[src/rtl/eth_stream_arbiter.sv]
// eth_stream_arbiter: round-robin arbiter that merges NUM_SRC capture
// sources into one AXI-Stream. A granted source keeps the grant until its
// frame ends (src_in_progress low at accept) or the frame reaches MAX_BEATS,
// in which case the frame is cut, tlast is forced and frame_trunc sticks.
// Output beats are registered with a single-entry skid-free output stage
// that still sustains one beat per cycle under tready=1.
module eth_stream_arbiter #(
  parameter int DATA_WIDTH = 128,
  parameter int NUM_SRC    = 5,
  parameter int MAX_BEATS  = 256
) (
  input  logic                          clk,
  input  logic                          reset,
  input  logic [NUM_SRC-1:0]            src_valid,
  input  logic [NUM_SRC-1:0]            src_in_progress,
  input  logic [NUM_SRC*DATA_WIDTH-1:0] src_data,
  output logic [NUM_SRC-1:0]            src_ready,
  output logic [DATA_WIDTH-1:0]         m_axis_tdata,
  output logic                          m_axis_tvalid,
  input  logic                          m_axis_tready,
  output logic                          m_axis_tlast,
  output logic [2:0]                    m_axis_tuser,
  output logic                          frame_trunc
);

  localparam int              CW       = $clog2(MAX_BEATS);
  localparam logic [CW-1:0]   CNT_LAST = CW'(MAX_BEATS - 1);
  localparam logic [2:0]      SRC_LAST = 3'(NUM_SRC - 1);

  typedef enum logic {
    IDLE,
    GRANT
  } state_e;

  // Reset synchronizer and core reset
  logic [1:0]            rst_sync_q;
  logic                  rst_core_s;

  // FSM and arbitration state
  state_e                state_q, state_d;
  logic [2:0]            g_q, g_d;
  logic [2:0]            p_q, p_d;
  logic [CW-1:0]         cnt_q, cnt_d;

  // Output register
  logic [DATA_WIDTH-1:0] tdata_q;
  logic                  tvalid_q;
  logic                  tlast_q;
  logic [2:0]            tuser_q;
  logic                  trunc_q;

  // Combinational helpers
  logic [DATA_WIDTH-1:0] data_arr_s [NUM_SRC];
  logic                  sel_found_s;
  logic [2:0]            sel_idx_s;
  logic [3:0]            idx_v;
  logic                  hit_v;
  logic                  rdy_s;
  logic                  accept_s;
  logic                  last_s;
  logic                  trunc_s;

  // Unpack the flat source data bus into one word per source.
  for (genvar i = 0; i < NUM_SRC; i++) begin : g_unpack
    assign data_arr_s[i] = src_data[i*DATA_WIDTH +: DATA_WIDTH];
  end

  // Assertion is immediate; release is delayed two edges so the core never
  // sees a reset removal close to an active edge.
  always_ff @(posedge clk or posedge reset) begin
    if (reset) begin
      rst_sync_q <= 2'b11;
    end else begin
      rst_sync_q <= {rst_sync_q[0], 1'b0};
    end
  end

  assign rst_core_s = rst_sync_q[1];

  // Output stage can take a new beat when it is empty or being drained.
  assign rdy_s = m_axis_tready | ~tvalid_q;

  // Round-robin search: first valid source starting from pointer p.
  always_comb begin
    sel_found_s = 1'b0;
    sel_idx_s   = 3'd0;
    idx_v       = 4'd0;
    hit_v       = 1'b0;
    for (int k = 0; k < NUM_SRC; k++) begin
      idx_v       = {1'b0, p_q} + 4'(k);
      idx_v       = (idx_v >= 4'(NUM_SRC)) ? (idx_v - 4'(NUM_SRC)) : idx_v;
      hit_v       = src_valid[idx_v[2:0]] & ~sel_found_s;
      sel_idx_s   = hit_v ? idx_v[2:0] : sel_idx_s;
      sel_found_s = sel_found_s | hit_v;
    end
  end

  // FSM next state, grant/pointer/counter update and per-source ready.
  always_comb begin
    state_d   = state_q;
    g_d       = g_q;
    p_d       = p_q;
    cnt_d     = cnt_q;
    src_ready = '0;
    accept_s  = 1'b0;
    last_s    = 1'b0;
    trunc_s   = 1'b0;
    case (state_q)
      IDLE: begin
        if (sel_found_s) begin
          state_d = GRANT;
          g_d     = sel_idx_s;
          cnt_d   = '0;
        end else begin
          state_d = IDLE;
        end
      end
      GRANT: begin
        src_ready[g_q] = rdy_s;
        accept_s       = src_valid[g_q] & rdy_s;
        if (accept_s) begin
          cnt_d = cnt_q + CW'(1);
          if (!src_in_progress[g_q]) begin
            last_s = 1'b1;
          end else if (cnt_q == CNT_LAST) begin
            // Frame hit the length cap: cut it here, remainder re-arbitrates.
            last_s  = 1'b1;
            trunc_s = 1'b1;
          end else begin
            last_s = 1'b0;
          end
          if (last_s) begin
            state_d = IDLE;
            p_d     = (g_q == SRC_LAST) ? 3'd0 : (g_q + 3'd1);
          end else begin
            state_d = GRANT;
          end
        end else begin
          // Source bubble: keep the grant, no timeout.
          state_d = GRANT;
        end
      end
      default: begin
        state_d = IDLE;
      end
    endcase
  end

  // FSM, grant, pointer and beat-counter registers.
  always_ff @(posedge clk or posedge rst_core_s) begin
    if (rst_core_s) begin
      state_q <= IDLE;
      g_q     <= 3'd0;
      p_q     <= 3'd0;
      cnt_q   <= '0;
    end else begin
      state_q <= state_d;
      g_q     <= g_d;
      p_q     <= p_d;
      cnt_q   <= cnt_d;
    end
  end

  // Output beat register: load on accept, drop valid once drained.
  always_ff @(posedge clk or posedge rst_core_s) begin
    if (rst_core_s) begin
      tdata_q  <= '0;
      tvalid_q <= 1'b0;
      tlast_q  <= 1'b0;
      tuser_q  <= 3'd0;
      trunc_q  <= 1'b0;
    end else begin
      if (accept_s) begin
        tdata_q  <= data_arr_s[g_q];
        tuser_q  <= g_q;
        tlast_q  <= last_s;
        tvalid_q <= 1'b1;
      end else if (m_axis_tready) begin
        tvalid_q <= 1'b0;
      end else begin
        tvalid_q <= tvalid_q;
      end
      trunc_q <= trunc_q | trunc_s;
    end
  end

  assign m_axis_tdata  = tdata_q;
  assign m_axis_tvalid = tvalid_q;
  assign m_axis_tlast  = tlast_q;
  assign m_axis_tuser  = tuser_q;
  assign frame_trunc   = trunc_q;

endmodule

[config.mk]
export PLATFORM = sky130hd
export DESIGN_NAME = eth_stream_arbiter
export DESIGN_NICKNAME = d
export VERILOG_FILES = /design/src/rtl/eth_stream_arbiter.sv
export SDC_FILE = /design/constraint.sdc
export NUM_CORES = 1
export LEC_CHECK = 0
export ABC_CLOCK_PERIOD_IN_PS = 6000
export BUFFER_PORTS_ARGS = -buffer_cell sky130_fd_sc_hd__buf_2
export CAP_MARGIN = 20
export CORE_AREA = 2 2 306 308
export CTS_CLUSTER_DIAMETER = 30
export DETAILED_ROUTE_END_ITERATION = 10
export DIE_AREA = 0 0 308 310
export GPL_TIMING_DRIVEN = 0
export PLACE_DENSITY = 0.31
export RECOVER_POWER = 50
export SETUP_SLACK_MARGIN = 0.15
export SYNTH_ARGS = -nofsm -noshare
export SYNTH_HDL_FRONTEND = slang
export SYNTH_SLANG_ARGS = --single-unit
[constraint.sdc]
create_clock -name clk -period 6 [get_ports clk]
set_input_delay 0.9 -clock clk [delete_from_list [all_inputs] [get_ports clk]]
set_output_delay 0.9 -clock clk [all_outputs]
set_load 0.05 [all_outputs]
Yosys cells after proc, flatten, opt, wreduce, memory -nomap -nowiden
Index checks and enable logic that the tools add are counted.
- eq/ne operators: 4
- multiplexer cells: 50
- div/mod/pow operators: 0
- add/subtract/negate cells: 11
- bitwise logic cells: 19
- multiply operators: 0
- shift operators: 0
- order comparisons: 13
- reductions and logical operators: 5
- operator list (cell ; count):
    128-bit binary-select mux with 3-bit select ; 1
    128-bit two-way mux ; 2
    3-bit two-way mux ; 11
    3-bit by 4-bit < comparator with 1-bit output, second input constant ; 6
    1-bit two-way mux ; 23
    1-bit binary-select mux with 3-bit select ; 7
    4-bit by 3-bit greater-or-equal comparator with 1-bit output, second input constant ; 4
    8-bit two-way mux ; 2
    8-bit case mux with 2 select lines ; 1
    3-bit subtractor, second input constant ; 5
    3-bit by 2-bit adder with 4-bit output, second input constant ; 2
    8-bit by 1-bit adder with 8-bit output, second input constant ; 1
    8-bit == test, second input constant ; 1
    1-bit inverter ; 6
    1-bit bitwise OR ; 6
    1-bit AND ; 5
    5-bit AND ; 1
    5-bit two-way mux ; 1
    3-bit by 1-bit adder with 4-bit output, second input constant ; 1
    3-bit by 3-bit adder with 4-bit output, second input constant ; 1
    4-bit greater-or-equal comparator, second input constant ; 1
    3-bit inverter with 4-bit output ; 1
    2-bit AND reduction ; 2
    3-bit by 1-bit adder with 3-bit output, second input constant ; 1
    10 further kinds ; 10
- ROM bits: 0
- logic and storage cells: 112
- memories kept: 0
- register bits: 151
- bits in writable memories: 0
- latch bits: 0
- output and inout bits: 139

Depth between registers and ports, before layout
- depth in word-level cells: 18
- gate-level depth with buffers: 13
- mapped depth without buffers: 12

Worst setup path after synthesis
No wires, ideal clock.
- path type: register to output
- start point: register g_q[0]
- end point: output port src_ready[0]
- required time: 5100 ps
- slack: 2335 ps
- stages on the path, launching flop included: 6
- data arrival time: 2765 ps
- path through: dfrtp_1 > buf_2 > buf_1 > clkbuf_1 > clkbuf_1 > nor4_1
- word-level cells in the longest chain between the ends: 6
- RTL lines (item ; line ; text):
    from (decl) ; 41 ; logic [2:0] g_q, g_d;
    from (signal assigned) ; 158 ; g_q <= g_d;
    3-bit by 4-bit < comparator with 1-bit output (not written as such) / 3-bit by 1-bit greater-or-equal comparator with 1-bit output (equally long branches) ; 119 ; src_ready[g_q] = rdy_s;
    1-bit logical AND (not written as such) ; 119 ;
    1-bit two-way mux (not written as such) ; 119 ;
    1-bit demux with 3-bit select * ; 119 ;
    5-bit AND (no source line) * ; - ;
    5-bit two-way mux * ; 108 ; case (state_q)
    to (decl) ; 17 ; output logic [NUM_SRC-1:0] src_ready,
Every way passes the cells marked *; elsewhere a longest branch is shown, timed or not.

Worst setup path in the final report
- start point: register g_q[0]
- end point: output port src_ready[2]
Same word-level chain as after synthesis.

==> results.yml <==
run_status:
  status: "finished with violations"
  violations: "max-capacitance violations, max-slew violations"
drt:
  wl_per_cell_um: 24.8
  ant_nets: 0
  via_per_inst: 4.29
  route.detailed.drc: 0
  wl_mm: 81.8
  vias: 14200
  drtPass1Iterations: 5
  drtIter0Drc: 752
die:
  rows: 112
  fp.dieH_um: 310
  dieArea_um2: 95500
  coreArea_um2: 92500
  ios: 792
  initial_core_util: 0.123
  die_w_um: 308
timing:
  max_freq_mhz: 218
  slew_violations: 74
  setup_viol: 0
  setup_tns_ns: 0
  timing.final.crit_share: 0.765
  hold_slack_ns: 0.358
  hold_viol: 0
  max-slew-margin-rel: -1.47
  rsz0062_at_grt: "no"
  period_minus_slack_ns: 4.59
  setup_slack_ns: 1.41
  finClkSkew_ns: 0.0152
  worst_pin_slew_ns: 3.71
final_layout:
  regArea_um2: 3780
  fill_cells: 10700
  multi_input_area_um2: 6970
  fin_nets: 2752
  syn_to_final_growth_pct: 53.8
  drive_above_1_share: 0.397
  fin_area_um2: 17500
placed_design:
  hpwlAfterDp_mm: 67.9
  buffer_ports.inserted: 789
  dpl_worst_slack_ns: 1.78
  gp_congestion: 0.860
  place_area_um2: 17000
grt:
  grt_pass1_vias: 15000
  overflow: 0
  grt_use_total: 0.165
  grt_pass1_wl_mm: 111
  grt_max_degree: 77
  antenna_found_initial: 12
worst_setup_path:
  critical_path.slowest_cell: "clkbuf_1"
  worst_ep_required_time_ns: 5.10
  cp.buffers_inverters: 7
  critPathMaxStageDelay_ns: 0.63
  path_cells: "buf_2, buf_1, buf_8, clkbuf_1, buf_8, clkbuf_1, nor4_1, buf_2"
  crit_family: "buffers and inverters"
  end_kind: "output pin"
  crit_fanout: 10
  start_kind: "flip-flop"
  crit_type: "reg2out"
  cp.arrival_ns: 3.69
cts:
  clk_pin_slew_ns: 0.08
  ctsLongestPathBuffers: 2
  cts_setup_buffers: 0
  root_buffer: "clkbuf_16"
  cts_max_level: 4
  clk_latency_ns: 0.49
  cts_resized: 0
  cts_buffers: 17
  hold_buffers: 0
  cts_tree: "built"
  cts.sinks: 151
synthesis:
  synth.top_cells.by_count: "dfrtp_1, nor2_1, a21oi_1, mux2i_1, a22oi_1"
  yosysUniqueCellTypes: 67
  syn-cell-area_um2: 11400
  synth_top_cell_area_share: 0.328
  yosysWarnings: 0
  synth_most_common_cell: "dfrtp_1"
  yosysTopAreaCell: "dfrtp_1"
  synth_cells: 1269
  synth_area_per_cell_um2: 8.96
  synth-seq-cells: 151
  ys_seq_area_frac: 0.333
  synthTopCellsByArea: "dfrtp_1, mux2i_1, o221ai_1"
  synth-async-reset-ratio: 1.00
  synth_fp_nets: 1934
  synth_edf_count: 0
  ys_dominant_reg_cell: "dfrtp_1"
power_and_ir_drop:
  vdd_ir_drop_max_mv: 0.215
  p_leak_nw: 7.48
  p_per_area_nw_per_um2: 636
  fin_total_pwr_mw: 11.1
min_path:
  hold_class: "reg2reg"
run:
  max_cap_viol_count: 1
-- routing by layer --
metal | routed length [um] | global-route usage | vias to the layer above
li1 | - | - | 6527
met5 | 77 | 0 | -
met1 | 33500 | 0.194 | 7008
met3 | 4570 | 0.0356 | 79
met2 | 41800 | 0.296 | 548
met4 | 1900 | 0.0498 | 12
-- kinds of logic (layout without fill, tap and decap cells) --
| family | after synthesis | after routing | synth area share |
|---|---|---|---|
| AO/OA/AOI/OAI | 550 | 550 | 0.345 |
| XOR/XNOR | 13 | 13 | 0.0100 |
| adder cells (fa/ha/maj) | 12 | 12 | 0.0139 |
| buffers and inverters | 154 | 985 | 0.0549 |
| flip-flops | 151 | 151 | 0.333 |
| multiplexers | 145 | 145 | 0.148 |
| other | 1 | 6 | 0.000330 |
| AND/OR/NAND/NOR | 243 | 243 | 0.0953 |
-- worst register-to-register path: stages, from the launching register on --
cell and delay, ns:
dfrtp_1 0.46, clkbuf_1 0.36, inv_1 0.24, ha_1 0.27, ha_1 0.36, a2111o_1 0.40, o311a_1 0.13, a22oi_1 0.33
o21a_1 0.23, mux2_2 0.35, a21o_1 0.18, o22ai_1 0.17
-- cells in the final DEF, fill, tap and decap left out, drive strengths merged, types with 4 or more instances in the layout --
| cell type | instances |
|---|---|
| a31oi | 17 |
| nand4 | 4 |
| buf | 776 |
| ha | 11 |
| xnor2 | 7 |
| a211oi | 6 |
| nand2b | 6 |
| nor2 | 144 |
| nand2 | 39 |
| dfrtp | 149 |
| diode | 5 |
| nor2b | 20 |
| o21ai | 30 |
| clkinv | 5 |
| a21oi | 127 |
| a22oi | 114 |
| o221ai | 112 |
| xor2 | 6 |
| a21o | 5 |
| inv | 19 |
| nor4 | 7 |
| nand3 | 6 |
| a31o | 4 |
| mux4 | 18 |
| clkbuf | 181 |
| mux2i | 124 |
| o21a | 114 |
-- layout make-up --
class,count,share of cell area
buffer,140,0.0332
sequential,151,0.216
timing repair buffer,799,0.230
antenna,5,0.000716
inverter,14,0.00308
clock buffer,18,0.0245
clock inverter,14,0.00787
tap,1197,0.0857
multi-input combinational,964,0.398
-- per-stage QoR --
step                       util  cells
after floorplan               -   1269
after global placement    0.182   3255
after detailed placement  0.184   3264
after CTS                 0.190   3296
after global routing      0.189   3298
final                     0.189   3302
-- final timing paths --
kind / start / to / slack [ns] / cells past startpoint
worst max-delay path: g_q[0] / src_ready[2] / 1.41 / 8
worst min-delay path: rst_sync_q[0] / rst_sync_q[1] / 0.36 / 0
worst max register to register: p_q[1] / g_q[1] / 2.42 / 11
worst min register to register: rst_sync_q[0] / rst_sync_q[1] / 0.36 / 0
max in group asynchronous: rst_sync_q[1] / m_axis_tdata[110] / 2.95 / 1
min in group asynchronous: reset / rst_sync_q[0] / 0.42 / 2
-- report_power, final --
group | internal [mW] | leakage (nW) | total, mW | switching (mW)
clock | 0.580 | 0.273 | 1.14 | 0.556
sequential | 1.53 | 1.77 | 1.80 | 0.272
combinational | 2.41 | 5.43 | 8.18 | 5.77
-- state kept, by name, summed over array words and instances, names as in the netlist --
register / count
m_axis_tlast: 1
m_axis_tvalid: 1
cnt_q: 8
m_axis_tuser: 3
state_q: 1
frame_trunc: 1
g_q: 3
p_q: 3
m_axis_tdata: 128
rst_sync_q: 2
Note: power is estimated with default switching activity, not from simulation.
